### src/rtl/pc_sequencer.sv
// Instruction sequencer: walks FETCH -> EXEC -> UPDATE and drives the PC select.
// A fetch that waits too long for imem_ack parks the block in ERR until reset.
module pc_sequencer #(
  parameter int FETCH_TIMEOUT = 15
) (
  input  logic       clk,
  input  logic       rst,
  input  logic       start,
  output logic       imem_req,
  input  logic       imem_ack,
  input  logic       redir_valid,
  input  logic [1:0] redir_kind,
  input  logic       br_taken,
  input  logic       stall,
  input  logic       halt,
  output logic       pc_en,
  output logic [2:0] pc_ctrl,
  output logic       instr_valid,
  output logic       fetch_err,
  output logic [2:0] state_o
);

  typedef enum logic [2:0] {
    S_IDLE   = 3'd0,
    S_FETCH  = 3'd1,
    S_EXEC   = 3'd2,
    S_UPDATE = 3'd3,
    S_HALT   = 3'd4,
    S_ERR    = 3'd5
  } state_t;

  localparam logic [7:0] TIMEOUT = 8'(FETCH_TIMEOUT);

  state_t     state, state_n;
  logic [7:0] wait_cnt, wait_n;
  logic [2:0] pend, pend_n;
  logic       halt_flag, halt_flag_n;
  logic       err, err_n;
  logic [2:0] redir_sel;

  always_comb begin
    redir_sel = 3'b000;
    case (redir_kind)
      2'b00: redir_sel = 3'b000;
      2'b01: redir_sel = 3'b001;
      2'b10: redir_sel = 3'b010;
      2'b11: redir_sel = br_taken ? 3'b011 : 3'b000;
      default: redir_sel = 3'b000;
    endcase
  end

  always_ff @(posedge clk) begin
    if (rst) begin
      state     <= S_IDLE;
      wait_cnt  <= 8'd0;
      pend      <= 3'b000;
      halt_flag <= 1'b0;
      err       <= 1'b0;
    end else begin
      state     <= state_n;
      wait_cnt  <= wait_n;
      pend      <= pend_n;
      halt_flag <= halt_flag_n;
      err       <= err_n;
    end
  end

  always_comb begin
    state_n     = state;
    wait_n      = wait_cnt;
    pend_n      = pend;
    halt_flag_n = halt_flag;
    err_n       = err;
    imem_req    = 1'b0;
    pc_en       = 1'b0;
    pc_ctrl     = 3'b000;
    instr_valid = 1'b0;
    case (state)
      S_IDLE: begin
        wait_n = 8'd0;
        if (start) state_n = S_FETCH;
      end
      S_FETCH: begin
        imem_req = 1'b1;
        // ack in the cycle the count would expire still wins over the timeout
        if (imem_ack) begin
          instr_valid = 1'b1;
          wait_n      = 8'd0;
          state_n     = S_EXEC;
        end else if (wait_cnt + 8'd1 >= TIMEOUT) begin
          wait_n  = 8'd0;
          err_n   = 1'b1;
          state_n = S_ERR;
        end else begin
          wait_n = wait_cnt + 8'd1;
        end
      end
      S_EXEC: begin
        if (halt) halt_flag_n = 1'b1;
        if (!stall && redir_valid) begin
          pend_n  = redir_sel;
          state_n = S_UPDATE;
        end
      end
      S_UPDATE: begin
        pc_en   = 1'b1;
        pc_ctrl = pend;
        if (halt || halt_flag) begin
          halt_flag_n = 1'b0;
          state_n     = S_HALT;
        end else begin
          state_n = S_FETCH;
        end
      end
      S_HALT: begin
        if (start) state_n = S_FETCH;
      end
      S_ERR: ;
      default: state_n = S_IDLE;
    endcase
    // reset silences outputs in the same cycle, so an UPDATE hit by rst never pulses pc_en
    if (rst) begin
      imem_req    = 1'b0;
      pc_en       = 1'b0;
      pc_ctrl     = 3'b000;
      instr_valid = 1'b0;
    end
  end

  assign fetch_err = err & ~rst;
  assign state_o   = rst ? 3'd0 : state;

endmodule

### config.mk
export PLATFORM = sky130hd
export DESIGN_NAME = pc_sequencer
export DESIGN_NICKNAME = d
export VERILOG_FILES = /design/src/rtl/pc_sequencer.sv
export SDC_FILE = /design/constraint.sdc
export NUM_CORES = 1
export LEC_CHECK = 0
export BUFFER_PORTS_ARGS = -buffer_cell sky130_fd_sc_hd__buf_2
export CAP_MARGIN = 20
export CORE_MARGIN = 2
export CORE_UTILIZATION = 46
export CTS_CLUSTER_DIAMETER = 100
export DETAILED_ROUTE_END_ITERATION = 8
export PLACE_DENSITY = 0.73
export SYNTH_ARGS = -nofsm -noshare
export SYNTH_HDL_FRONTEND = slang
export SYNTH_SLANG_ARGS = --single-unit
### constraint.sdc
create_clock -name clk -period 1.51 [get_ports clk]
set_clock_uncertainty 0.15 [all_clocks]
set_input_delay 0.2265 -clock clk [delete_from_list [all_inputs] [get_ports clk]]
set_output_delay 0.2265 -clock clk [all_outputs]
set_load 0.02 [all_outputs]
Word-level counts from Yosys, hierarchy flattened
Cells that the tools add are included.

Register bits: 16. Input bits: 10. Output and inout bits: 10. Logic and storage cells: 60.

Add/subtract/negate cells: 1. Order comparisons: 1. Eq/ne operators: 13. Mux-type cells: 24. Bitwise gates (word level): 4. Reductions and logical operators: 12.

Operators with widths (count): two-way mux 3 bit (8); two-way mux 8 bit (2); one-hot mux 8 bit (2 select lines) (1); one-hot mux 3 bit (5 select lines) (1); one-hot mux 3 bit (4 select lines) (1); two-way mux 1 bit (9); adder 8 x 1 -> 8 bit (second input constant) (1); >= comparator 8 x 4 -> 1 bit (second input constant) (1); == test 3 x 2 -> 1 bit (second input constant) (2); == test 3 bit (second input constant) (2); != test 2 bit (second input constant) (3); AND reduction 3 bit (2); == test 2 bit (second input constant) (2); AND reduction 4 bit (1); nonzero test 2 bit (2); == test 3 x 1 -> 1 bit (second input constant) (1); logical NOT 3 bit (1); != test 3 bit (second input constant) (1); inverter 1 bit (3); == test 2 x 1 -> 1 bit (second input constant) (1); logical NOT 2 bit (1); two-way mux 2 bit (1); != test 2 x 1 -> 1 bit (second input constant) (1); one-hot mux 1 bit (2 select lines) (1); other kinds (6) (6).

Depth between registers and ports, before layout
Depth in word-level cells: 5. Depth in mapped cells: 6. Mapped depth without buffers: 6.

Worst setup path before layout
No wires, ideal clock.

Path kind: register to register. From: register wait_cnt[0]. To: register wait_cnt[3]. Setup time: 0.084 ns. Arrival time: 1.384 ns. Data required time: 1.276 ns. Path slack: -0.108 ns. Cell stages (with the launch flop): 7. Buffers on the path: 0. Period minus slack after synthesis: 1.618 ns. Path through: dfxtp_1 > ha_1 > and4_1 > o21ai_1 > mux2i_2 > nand3b_1 > o31ai_2.

Word-level cells in the longest chain between the ends: 5.

Ends and longest elaborated chain: start: declaration (line 35) `logic [7:0] wait_cnt, wait_n;`; start signal: assignment (line 61) `wait_cnt <= wait_n;`; adder 8 x 1 -> 8 bit (*) (line 90, 95); >= comparator 8 x 4 -> 1 bit (line 90) `end else if (wait_cnt + 8'd1 >= TIMEOUT) begin`; two-way mux 8 bit (*) (line 90); two-way mux 8 bit (*) (line 86) `if (imem_ack) begin`; one-hot mux 8 bit (2 select lines) (*) (line 78) `case (state)`.

Mark *: on every way between the ends. The rest lies on a longest branch, timed or not. A chain may end at the register's enable or synchronous reset.

Final worst setup path
From: register state[2]. To: output port instr_valid.

Word-level cells in the longest chain between the ends: 3.

Ends and longest elaborated chain: start: declaration (line 34) `state_t state, state_n;`; start signal: assignment (line 60) `state <= state_n;`; == test 3 x 1 -> 1 bit (line 78); two-way mux 1 bit (line 78); two-way mux 1 bit (line 122) `if (rst) begin`; end: declaration (line 18) `output logic instr_valid,`.

No other way between the ends.

==> reports/metrics.cfg <==
[cts]
cts_htree_levels = 1
ctsHoldBuffers = 0
cts_buffer_depth = 2
numCtsBuffers = 3
worstSkewPairLatency_ps = 280
cts.sink_count = 15
cts_tree = yes
clk_root_buffer_cell = clkbuf_4
clkTransAtPathRegs_ps = 90

[logic_synthesis]
synthTopCellsByArea = dfxtp_1, nor2b_1, nand2_1, nor2_1, mux2i_1
synthAdderAreaFrac_pct = 2.92
synth_compound_area_share_pct = 16.8
synth_nets = 114
synthMuxAreaShare_pct = 5.12
synth_top_family_by_area = simple AND/OR/NAND/NOR gates
synthesis.area_um2 = 856
synth_flop_cell = dfxtp_1
synth-edff-count = 0
yosys_warnings = 0
synthSimpleGateAreaFrac_pct = 32.3
yosysTopAreaCell = dfxtp_1
syn_avg_cell_area_um2 = 8.39
synth_top_cell_area_share_pct = 35.1
synthXorXnorAreaFrac_pct = 2.05
ys_seq_area_share_pct = 35.1
netlist_instances = 102
synth_cell_types = 36
async_reset_ff_share_pct = 0
synth-seq-cells = 15

[finish]
area_delta_synth_final_pct = 28.8
drive_gt1_share_pct = 36.2
most-common-layout-cells = buf_2, buf_4, dfxtp_1
layout_commonest_cell = buf_2
antenna-diode-count = 0
fin_nets = 143
n_fill_cell = 152
design_area_um2 = 1100

[sta]
slew_viol_final = 0
finalHoldViolCount = 0
rsz0062_at_grt = true
worst_slack_ps = -107
timing.final.crit_share_pct = 107
fmax_mhz = 618
fin_crit_ps = 1620
finalSetupViolCount = 10

[placement]
gp_congestion = 0.789
portBuffers = 18
dpl_cell_area_um2 = 1040
place_ws_ps = -122
dp_hpwl_um = 1370

[floorplanning]
die_h_um = 47.1
initial_utilization_pct = 49.0
rows = 15
pin_count = 20
die_x_um = 47.1
die_area_um2 = 2220
core_area_um2 = 1750

[route]
dr.pass1.iters = 3
drtIter0Drc = 4
drcViolationCount = 0
routed_wl_um = 1780
detail-route-antenna-nets = 0
vias = 788
viasPerCell = 5.08
avgRoutedWirePerCell_um = 11.5

[power_and_ir_drop]
power.total_uw = 772
ir_worst_vdd_mv = 0.624
p_leak_uw = 0.000498
p_per_area_nw_per_um2 = 700

[critical_path]
required_ps = 1130
path_max_fanout = 9
crit_arrival_ps = 1240
critPathMaxStageDelay_ps = 500
path_delay_family = flip-flops
cp.buffers_inverters = 1
cpMaxStageDelayCell = dfxtp_1
path_class = reg -> out
path_cells = nor2_1 > and3_1 > buf_2
cp-end-kind = output port
cp-start-kind = flop

[global_routing]
grt_max_degree = 14
grt_pass1_vias = 702
antenna_found_initial = 0
gr-total-overflow = 0
grt.total_usage_pct = 18.8
grt_pass1_wl_um = 2860

[worst_hold_path]
hp-class = in -> reg

[outcome]
status = finished with violations
failed_checks = setup timing

[flow_run]
drv_cap = 0

==> cell families after synthesis <==
kind of cell | Yosys count
xor+xnor | 2
mux | 4
compound gates | 19
fa+ha+maj | 2
simple gates | 49
buf+inv | 10
flops | 15
other cells | 1
==> cells in the mapped netlist, types with 2 or more instances <==
cell / n
nand2_1: 9
nor2_1: 9
nor2b_1: 8
ha_1: 2
clkbuf_1: 4
nand2b_1: 2
dfxtp_1: 15
and2_1: 4
a211oi_1: 2
nand3_1: 2
inv_1: 4
and3_1: 4
nand3b_1: 2
xnor2_1: 2
o21ai_1: 3
buf_4: 2
a21oi_1: 4
mux2i_1: 3
nor3_1: 3
a21boi_0: 2
==> sequential cells by signal, summed over array words and instances, names as in the netlist <==
signal and flops:
wait_cnt 8, state 3, pend 2, err 1, halt_flag 1
==> worst reg2reg max path, cell delays in order (launching register included) <==
cell and delay [ps]:
dfxtp_4 370, ha_4 170, a31oi_1 160, o21ai_1 100, mux2i_2 230, nand3b_1 140, and3b_1 180
==> metrics by stage <==
step                std cells  TNS, ps  hold WS (ps)  util [%]
finish                    155     -719           112      63.2
global route              155    -1740           121      63.2
CTS                       154     -744           104      62.4
detailed placement        148     -417           313      59.4
global placement          148    -81.5           310      59.4
floorplan                 102        0           275         -
==> power breakdown <==
part | switching [µW] | internal [µW] | total (µW)
Sequential | 12.9 | 404 | 417
Clock | 124 | 103 | 227
Combinational | 69.4 | 58.6 | 128
Total | 206 | 565 | 772
==> path summary, 6_finish.rpt <==
check | from | endpoint | slack, ps | cells after the start
setup / recovery | state[2] | instr_valid | -110 | 3
hold / removal | halt | halt_flag | 110 | 3
setup reg to reg | wait_cnt[0] | state[2] | -100 | 6
hold reg to reg | err | err | 330 | 1
==> repair_timing <==
| action | in CTS | in global routing |
|---|---|---|
| hold endpoints to repair | 0 | 0 |
| gates resized for setup | 4 | 2 |
| setup endpoints to repair | 11 | 15 |
| buffers inserted | 2 | 1 |
| pin swaps | 4 | 3 |
==> layer usage <==
metal | GRT usage (%) | vias up | wire length, µm
met2 | 32.1 | 8 | 869
met4 | 8.33 | 0 | 29
li1 | - | 412 | -
met5 | 0 | - | 0
met1 | 22.3 | 364 | 844
met3 | 4.62 | 4 | 40
==> layout make-up <==
class	instances	area (µm²)	area share, %
clock buffer	4	26.3	2.38
inverter	4	15.0	1.36
multi-input combinational	77	537	48.7
sequential	15	310	28.1
tap	25	31.3	2.84
timing repair buffer	30	183	16.6
No activity file was read; power rests on OpenSTA's default activity.
